$ cat config.mk
export PLATFORM = sky130hd
export DESIGN_NAME = button_event_ctrl
export DESIGN_NICKNAME = d
export VERILOG_FILES = /design/src/rtl/btn_pkg.sv /design/src/rtl/btn_debounce_ch.sv /design/src/rtl/button_event_ctrl.sv
export SDC_FILE = /design/constraint.sdc
export NUM_CORES = 1
export LEC_CHECK = 0
export BUFFER_PORTS_ARGS = -buffer_cell sky130_fd_sc_hd__buf_4
export CAP_MARGIN = 15
export CORE_ASPECT_RATIO = 0.9
export CORE_UTILIZATION = 52
export CTS_CLUSTER_DIAMETER = 40
export DETAILED_ROUTE_END_ITERATION = 10
export PLACE_DENSITY_LB_ADDON = 0.15
export SLEW_MARGIN = 15
export SYNTH_ARGS = -nofsm -noshare
export SYNTH_HDL_FRONTEND = slang
export SYNTH_SLANG_ARGS = --single-unit
$ cat constraint.sdc
create_clock -name CLK -period 1.5 [get_ports CLK]
set_clock_uncertainty 0.05 [all_clocks]
set_input_delay 0.3 -clock CLK [delete_from_list [all_inputs] [get_ports CLK]]
set_output_delay 0.3 -clock CLK [all_outputs]
set_load 0.03 [all_outputs]
$ cat src/rtl/btn_pkg.sv
// btn_pkg: shared reset-FSM state encoding and counter width helper
package btn_pkg;
  typedef enum logic [1:0] {IDLE, ASSERT, STRETCH} rst_state_t;
  function automatic int cnt_w(input int n);
    return $clog2(n + 1);
  endfunction
endpackage

$ cat src/rtl/btn_debounce_ch.sv
// btn_debounce_ch: synchroniser, debounce filter, press pulse and long-press detect for one button
module btn_debounce_ch
  import btn_pkg::*;
#(
  parameter int DEBOUNCE_CYCLES = 16,
  parameter int LONG_CYCLES = 64
) (
  input  logic clk,
  input  logic rst,
  input  logic btn_n,
  output logic f,
  output logic press_pulse,
  output logic long_press
);
  localparam int DW = cnt_w(DEBOUNCE_CYCLES);
  localparam int LW = cnt_w(LONG_CYCLES);
  logic s1, s, f_q;
  logic [DW-1:0] cnt;
  logic [LW-1:0] hcnt;
  always_ff @(posedge clk or posedge rst) begin
    if (rst) begin
      s1 <= 1'b1;
      s <= 1'b1;
      f <= 1'b1;
      f_q <= 1'b1;
      cnt <= '0;
      hcnt <= '0;
      press_pulse <= 1'b0;
      long_press <= 1'b0;
    end else begin
      s1 <= btn_n;
      s <= s1;
      f_q <= f;
      press_pulse <= f_q & ~f;
      if (s == f) cnt <= '0;
      else if (cnt == DW'(DEBOUNCE_CYCLES - 1)) begin
        f <= s;
        cnt <= '0;
      end else cnt <= cnt + 1'b1;
      // hold counter saturates so long_press stays up for arbitrarily long presses
      hcnt <= f ? '0 : (hcnt == LW'(LONG_CYCLES) ? hcnt : hcnt + 1'b1);
      long_press <= ~f & (hcnt == LW'(LONG_CYCLES));
    end
  end
endmodule

$ cat src/rtl/button_event_ctrl.sv
// button_event_ctrl: multi-channel front-panel button conditioner with stretched PLD reset and NMI
module button_event_ctrl
  import btn_pkg::*;
#(
  parameter int NUM_CH = 2,
  parameter int DEBOUNCE_CYCLES = 16,
  parameter int LONG_CYCLES = 64,
  parameter int MIN_RST_CYCLES = 8,
  parameter int RST_CH = 1
) (
  input  logic              CLK,
  input  logic              RESET,
  input  logic [NUM_CH-1:0] i_btn_n,
  input  logic [NUM_CH-1:0] i_bmc_force,
  output logic [NUM_CH-1:0] o_btn_n,
  output logic [NUM_CH-1:0] o_press_pulse,
  output logic [NUM_CH-1:0] o_long_press,
  input  logic              i_bmc_rst,
  input  logic              i_wd_rst,
  input  logic              i_wd_nmi_mode,
  output logic              o_nmi,
  output logic              o_reset_pld_n
);
  localparam int SW = cnt_w(MIN_RST_CYCLES);
  logic [NUM_CH-1:0] f;
  logic t;
  rst_state_t state, state_nx;
  logic [SW-1:0] scnt, scnt_nx;
  for (genvar i = 0; i < NUM_CH; i++) begin : g_ch
    btn_debounce_ch #(
      .DEBOUNCE_CYCLES(DEBOUNCE_CYCLES),
      .LONG_CYCLES(LONG_CYCLES)
    ) u_ch (
      .clk(CLK),
      .rst(RESET),
      .btn_n(i_btn_n[i]),
      .f(f[i]),
      .press_pulse(o_press_pulse[i]),
      .long_press(o_long_press[i])
    );
  end
  assign o_btn_n = f & ~i_bmc_force;
  // BMC force is deliberately kept out of the reset trigger
  assign t = ~f[RST_CH] | i_bmc_rst | (i_wd_rst & ~i_wd_nmi_mode);
  always_ff @(posedge CLK or posedge RESET) begin
    if (RESET) begin
      state <= IDLE;
      scnt <= '0;
      o_nmi <= 1'b0;
      o_reset_pld_n <= 1'b1;
    end else begin
      state <= state_nx;
      scnt <= scnt_nx;
      o_nmi <= i_wd_rst & i_wd_nmi_mode;
      o_reset_pld_n <= state_nx == IDLE;
    end
  end
  always_comb begin
    state_nx = state;
    scnt_nx = scnt;
    case (state)
      IDLE: state_nx = t ? ASSERT : IDLE;
      ASSERT: if (!t) begin
        state_nx = STRETCH;
        scnt_nx = SW'(MIN_RST_CYCLES - 1);
      end
      STRETCH: if (t) state_nx = ASSERT;
        else if (scnt == '0) state_nx = IDLE;
        else scnt_nx = scnt - 1'b1;
      default: state_nx = IDLE;
    endcase
  end
endmodule

# Word level (Yosys, flattened, before mapping)
# Index checks and enable logic that the tools add are counted.
[op_classes] addsub=5 eq_ne=13 muxes=17 bitwise_logic=15 n_reduce_logical=7
[op_table] op="two-way mux 7 bit" n=4
[op_table] op="two-way mux 5 bit" n=4
[op_table] op="adder 7 x 1 -> 7 bit, second input constant" n=2
[op_table] op="equality test 7 bit, second input constant" n=2
[op_table] op="two-way mux 4 bit" n=3
[op_table] op="adder 5 x 1 -> 5 bit, second input constant" n=2
[op_table] op="equality test 5 x 4 -> 1 bit, second input constant" n=2
[op_table] op="case mux 4 bit (2 select lines)" n=1
[op_table] op="bitwise AND 1 bit" n=6
[op_table] op="two-way mux 2 bit" n=3
[op_table] op="inequality test 2 bit, second input constant" n=3
[op_table] op="case mux 2 bit (3 select lines)" n=1
[op_table] op="inverter 1 bit" n=5
[op_table] op="logical NOT 2 bit" n=2
[op_table] op="logical NOT 4 bit" n=1
[op_table] op="inequality test 2 x 1 -> 1 bit, second input constant" n=2
[op_table] op="AND reduction 2 bit" n=2
[op_table] op="AND reduction 4 bit" n=1
[op_table] op="subtractor 4 x 1 -> 4 bit, second input constant" n=1
[op_table] op="bitwise AND 2 bit" n=1
[op_table] op="equality test 1 bit" n=2
[op_table] op="equality test 2 x 1 -> 1 bit, second input constant" n=1
[op_table] op="equality test 2 bit, second input constant" n=1
[op_table] op="inverter 2 bit" n=1
[op_table] op="other kinds (3)" n=4
[totals] register_bits=44 in_bits=9 output_inout_bits=8 word_cells=77

# Depth between registers and ports, before layout
[depth] word_depth=6 mapped_depth=6 mapped_depth_nobuf=6

# By module
# Synthesis repeated with hierarchy kept, for this count alone.
[unflattened] cells_unflattened=177 hier_area_um2=2003.2
[modules_own_cells] mod="btn_debounce_ch" n_inst=2 cells_per_inst=65 area_per_inst_um2=779.5
[modules_own_cells] mod="button_event_ctrl" n_inst=1 cells_per_inst=47 area_per_inst_um2=444.2

# Worst setup path after synthesis
# OpenSTA, ideal clock, no wires.
[synth_timing] kind="register to output" start="reg g_ch[1].u_ch.f" end="out o_btn_n[1]" t_arrival_ns=1.350 required_ns=1.150 setup_slack_ns=-0.200 path_stages_with_launch=3 path_buffers=1 cell_sequence="dfstp_2 > clkbuf_1 > nor2b_1"
[synth_via] elab_chain_len=1
[synth_lines] item="start, declared" line_no="btn_debounce_ch.sv:11" text="output logic f,"
[synth_lines] item="start signal, assigned" line_no="btn_debounce_ch.sv:37" text="f <= s;"
[synth_lines] item="bitwise AND 2 bit" line_no="button_event_ctrl.sv:42" text="assign o_btn_n = f & ~i_bmc_force;"
[synth_lines] item="end, declared" line_no="button_event_ctrl.sv:15" text="output logic [NUM_CH-1:0] o_btn_n,"
# Every way passes these cells.

# Final worst setup path
[layout_timing] start="reg scnt[1]" end="reg scnt[3]"
[layout_via] elab_chain_len=4 word_cells_on_any_way=7 cone_classes="add/sub: 1; eq/ne: 1; mux: 3; reduce/logical: 2"
[layout_lines] item="start, declared" line_no="button_event_ctrl.sv:28" text="logic [SW-1:0] scnt, scnt_nx;"
[layout_lines] item="start signal, assigned" line_no="button_event_ctrl.sv:53" text="scnt <= scnt_nx;"
[layout_lines] item="subtractor 4 x 1 -> 4 bit" line_no="button_event_ctrl.sv:69" text="else scnt_nx = scnt - 1'b1;"
[layout_lines] item="two-way mux 4 bit" line_no="button_event_ctrl.sv:68" text="else if (scnt == '0) state_nx = IDLE;"
[layout_lines] item="two-way mux 4 bit" line_no="button_event_ctrl.sv:67" text="STRETCH: if (t) state_nx = ASSERT;"
[layout_lines] item="case mux 4 bit (2 select lines)" line_no="button_event_ctrl.sv:61" text="case (state)"
# Parallel ways exist; a longest one is shown, timed or not. The select of a mux whose other input is x is not followed.
# A chain may end at the register's enable or synchronous reset.

==> results <==
- The flow ran to the end, but the final reports show violations.
- The checks that failed: negative setup slack.
- The share of layout cells above drive strength 1 is roughly 30%.
- Clock latency on the worst-skew pair, taken at its later pin, is 290 ps.
- Buffers placed on the I/O ports in this run total 16.
- Once detailed placement completed, the half-perimeter wirelength came to 2100 um.
- The number of antenna violations at the first check in global routing is 0.
- The synthesized netlist devotes 7.59% of its cell area to XOR and XNOR gates.
- The diode insertion count for antenna repair is 0.
- The initial core utilization is 56.4%.
- The critical path goes through inv_2, ha_4, or4_1, or3_4, nor3_4, a211o_1.
- For this run, the top clock speed supported by timing is 575 MHz.
- The number of cells produced by synthesis is 178.
- After synthesis, the share of flip-flops with an asynchronous set or reset is 100%.
- After detailed routing, the number of vias per cell comes to 5.22.
- The final layout net count is 228.
- On the worst path, the slowest cell contributes a delay of ~400 ps.
- The die is 66.7 um wide.
- The worst setup path is captured at a flop.
- The post-layout total power is 0.00260 W.
- The number of max-cap violations is 0.
- The count of cells in the finished layout, fillers not included, comes to between 200 and 300.
- The worst hold-check path type is in2async.
- The clock transition at the registers of the reported paths is 80 ps.
- The number of buffers and inverters on the critical path is 1.
- Summing the areas of all compound-gate instances in the mapped netlist gives 5.93% of the synthesized area.
- The count of final hold-check violations came to 0.
- The first-pass GRT wire length is 5420 um.
- At the placement stage, the worst setup path has a slack of -184 ps.
- Setup repair after global routing could not meet its margin everywhere.
- The final setup TNS is -299 ps.
- For this design, the slowest cell found on the critical path is sky130_fd_sc_hd__dfrtp_1.
- The count of nets left with antenna violations once routing finished came out at 0.
- The portion of synthesized area spent on multiplexers is 2.17%.
- The post-route worst hold slack is 19.4 ps.
- For this run, the leading register cell type out of synthesis is sky130_fd_sc_hd__dfrtp_1.
- The transition time at the pin with the least slew margin is approximately 400 ps.
- Entering global routing, the biggest net connects 45 pins.
- The wire length per cell is 13.0 um.
- IR analysis of the VDD net gives a maximum drop of 0.705 mV.
- The analysis attributes to cell leakage a power of ~1.2 nW.
- The main combinational cell family by area after synthesis is simple AND/OR/NAND/NOR gates.
- The via count of the first global-routing pass came to ~1300.
- Of the available clock period, the critical path in the final layout requires 116%.
- The TritonCTS clock tree is built.
- The number of setup violations in the final report is 2.
- The number of pins with negative max-slew slack in the final report was 0.
- The tree is rooted in a sky130_fd_sc_hd__clkbuf_8.
- The gate family responsible for the most delay along the worst path is simple AND/OR/NAND/NOR gates.
- For the worst setup path, the data arrival time is 1920 ps.
- The number of unique standard cell types used by synthesis is 40.
- The mean post-synth cell area is about 11 sq um.
- The cell area that synthesis handed to floorplanning was 1960 sq um.
- In this run the core area contains 20 standard-cell rows.
- The total DRC errors in the routed layout is 0.
- The maximum count of clock buffers along a single path is 2.
- Yosys mapped a number of flops with a built-in enable equal to 0.
- Power spread over the standard cell area amounts to 1090 nW/um^2.
- The y dimension of the die is 60.3 um.
- The wire length after detailed routing is 3340 um.
- The pre-antenna-repair detailed-routing pass consisted of 4 iterations.
- Across all setup checks in the final design, the least slack found is -239 ps.
- Including well taps, the total number of placed cells is 239.
- After floorplanning, the core was sized to cover 3480 sq um.
- For this block, the initial DRC count from the detailed router was 104.
- The critical path class is reg2reg.
- The remaining max-slew budget at the tightest pin is 73.3%.
- The TritonCTS sink count is 44.
- The global router's overall resource usage is 18.8%.
- Clock tree synthesis inserted a total of 5 buffers.
- The final critical-path required period is between 1500 and 2000 ps.
- The maximum level of the CTS H-tree is 2.
- 17 I/O pins were placed.
- The placer congestion estimate is between 0.8 and 0.9.
- The maximum fanout encountered on the critical timing path is 4.
- The synthesis-to-layout area growth is 21.7%.
- The total number of vias is between 1000 and 1500.
- The type of element launching the critical path is a flop.
- After Yosys synthesis, full adders, half adders and majority gates account for 4.46% of the synthesized area.
- The die covers 4020 sq um.
- The sequential cell area fraction in the yosys report is between 50% and 60%.
- The data required time at the worst endpoint is around 1700 ps.
- After global routing the overflow that remains totals 0.
- Synthesis inferred 44 register bits.
- Yosys printed 0 warnings.
- The post-synthesis share of cell area spent on and, or, nand and nor gates is 18.6%.
- The number of nets handed over by synthesis was slightly below 200.
## metrics by stage
stage | cell area [sq um] | util (%)
floorplan | 1970 | -
global placement | 2180 | 62.7
detailed placement | 2180 | 62.7
CTS | 2340 | 67.2
global route | 2390 | 68.7
finish | 2390 | 68.7
## final cells by class
type | count | area, sq um
well taps | 44 | 55.1
flip-flops and latches | 44 | 1110
clock buffers | 8 | 90.1
fillers | 263 | 1090
repair buffers | 35 | 283
inverters | 11 | 41.3
multi-input cells | 115 | 807
## where the power goes
part           internal (W)  leakage, nW  switching [W]  total, W
clock network      0.000376       0.0455       0.000374  0.000750
logic              0.000176        0.607       0.000168  0.000344
registers           0.00134        0.537       0.000158   0.00150
## routing by layer
layer / GRT usage [%] / vias up / wire [um]
li1: - / 653 / -
met1: 21.7 / 661 / 1540
met2: 31.5 / 21 / 1620
met3: 6.30 / 6 / 117
met4: 9.12 / 0 / 63
met5: 0 / - / 0
## cells in the mapped netlist, types with 4 or more instances
library cell | instances | area (sq um)
sky130_fd_sc_hd__nor2_1 | 29 | 109
sky130_fd_sc_hd__dfstp_2 | 9 | 236
sky130_fd_sc_hd__inv_1 | 10 | 37.5
sky130_fd_sc_hd__nor2b_1 | 4 | 25.0
sky130_fd_sc_hd__xnor2_1 | 5 | 43.8
sky130_fd_sc_hd__ha_1 | 7 | 87.6
sky130_fd_sc_hd__nand3_1 | 12 | 60.1
sky130_fd_sc_hd__xor2_1 | 12 | 105
sky130_fd_sc_hd__buf_4 | 4 | 30.0
sky130_fd_sc_hd__a21oi_1 | 4 | 20.0
sky130_fd_sc_hd__dfrtp_1 | 35 | 876
## cells by family (layout without fill, tap and decap cells)
family,Yosys count,count (layout)
simple gates,70,70
flops,44,44
buf+inv,19,54
compound gates,17,17
xor+xnor,17,17
fa+ha+maj,7,7
mux,4,4
## final timing paths
path                                        endpoint  slack, ps             from  depth (start not counted)
worst min register to register        g_ch[1].u_ch.s        310  g_ch[1].u_ch.s1                          0
max in group asynchronous             g_ch[0].u_ch.f       1120            RESET                          3
worst max-delay path                         scnt[3]       -240          scnt[1]                          6
min in group CLK                     g_ch[0].u_ch.s1         60       i_btn_n[0]                          1
worst min-delay path            g_ch[1].u_ch.hcnt[1]         20            RESET                          3
worst max register to register               scnt[3]       -240          scnt[1]                          6
## what timing repair did
action / CTS / global route
gates resized for setup: 6 / 4
endpoints found under the setup margin: 5 / 4
buffers inserted: 5 / 5
hold endpoints to repair: 0 / 0
hold buffers: 0 / 0
pin swaps: 0 / 0
## registers in the layout, summed over array words and instances (netlist names)
name                   count
g_ch.u_ch.f                2
scnt                       4
g_ch.u_ch.s1               2
o_nmi                      1
g_ch.u_ch.press_pulse      2
g_ch.u_ch.hcnt            14
state                      2
o_reset_pld_n              1
g_ch.u_ch.s                2
g_ch.u_ch.long_press       2
g_ch.u_ch.f_q              2
g_ch.u_ch.cnt             10
## tightest hold or removal path, stage by stage
cell,delay [ps]
sky130_fd_sc_hd__buf_4,100
sky130_fd_sc_hd__inv_1,80
sky130_fd_sc_hd__buf_12,250
## cells in the final DEF, fill, tap and decap left out, types with 2 or more instances in the layout
cell type	instances
sky130_fd_sc_hd__nand2b_1	3
sky130_fd_sc_hd__dfstp_2	9
sky130_fd_sc_hd__and3_1	3
sky130_fd_sc_hd__buf_6	2
sky130_fd_sc_hd__o21ai_0	2
sky130_fd_sc_hd__inv_1	9
sky130_fd_sc_hd__clkbuf_1	2
sky130_fd_sc_hd__xnor2_1	5
sky130_fd_sc_hd__clkbuf_8	6
sky130_fd_sc_hd__nor4_1	2
sky130_fd_sc_hd__nand3_1	12
sky130_fd_sc_hd__nor2_1	28
sky130_fd_sc_hd__a21oi_1	4
sky130_fd_sc_hd__buf_4	32
sky130_fd_sc_hd__and2_1	3
sky130_fd_sc_hd__dfrtp_1	35
sky130_fd_sc_hd__nor2b_1	2
sky130_fd_sc_hd__nand3b_1	2
sky130_fd_sc_hd__xor2_1	12
sky130_fd_sc_hd__nor2b_4	2
sky130_fd_sc_hd__mux2_2	2
sky130_fd_sc_hd__ha_1	6
sky130_fd_sc_hd__inv_2	2
sky130_fd_sc_hd__nor3_1	2
sky130_fd_sc_hd__mux2i_1	2
sky130_fd_sc_hd__nand2_1	3
(Power assumes the default switching activity.)
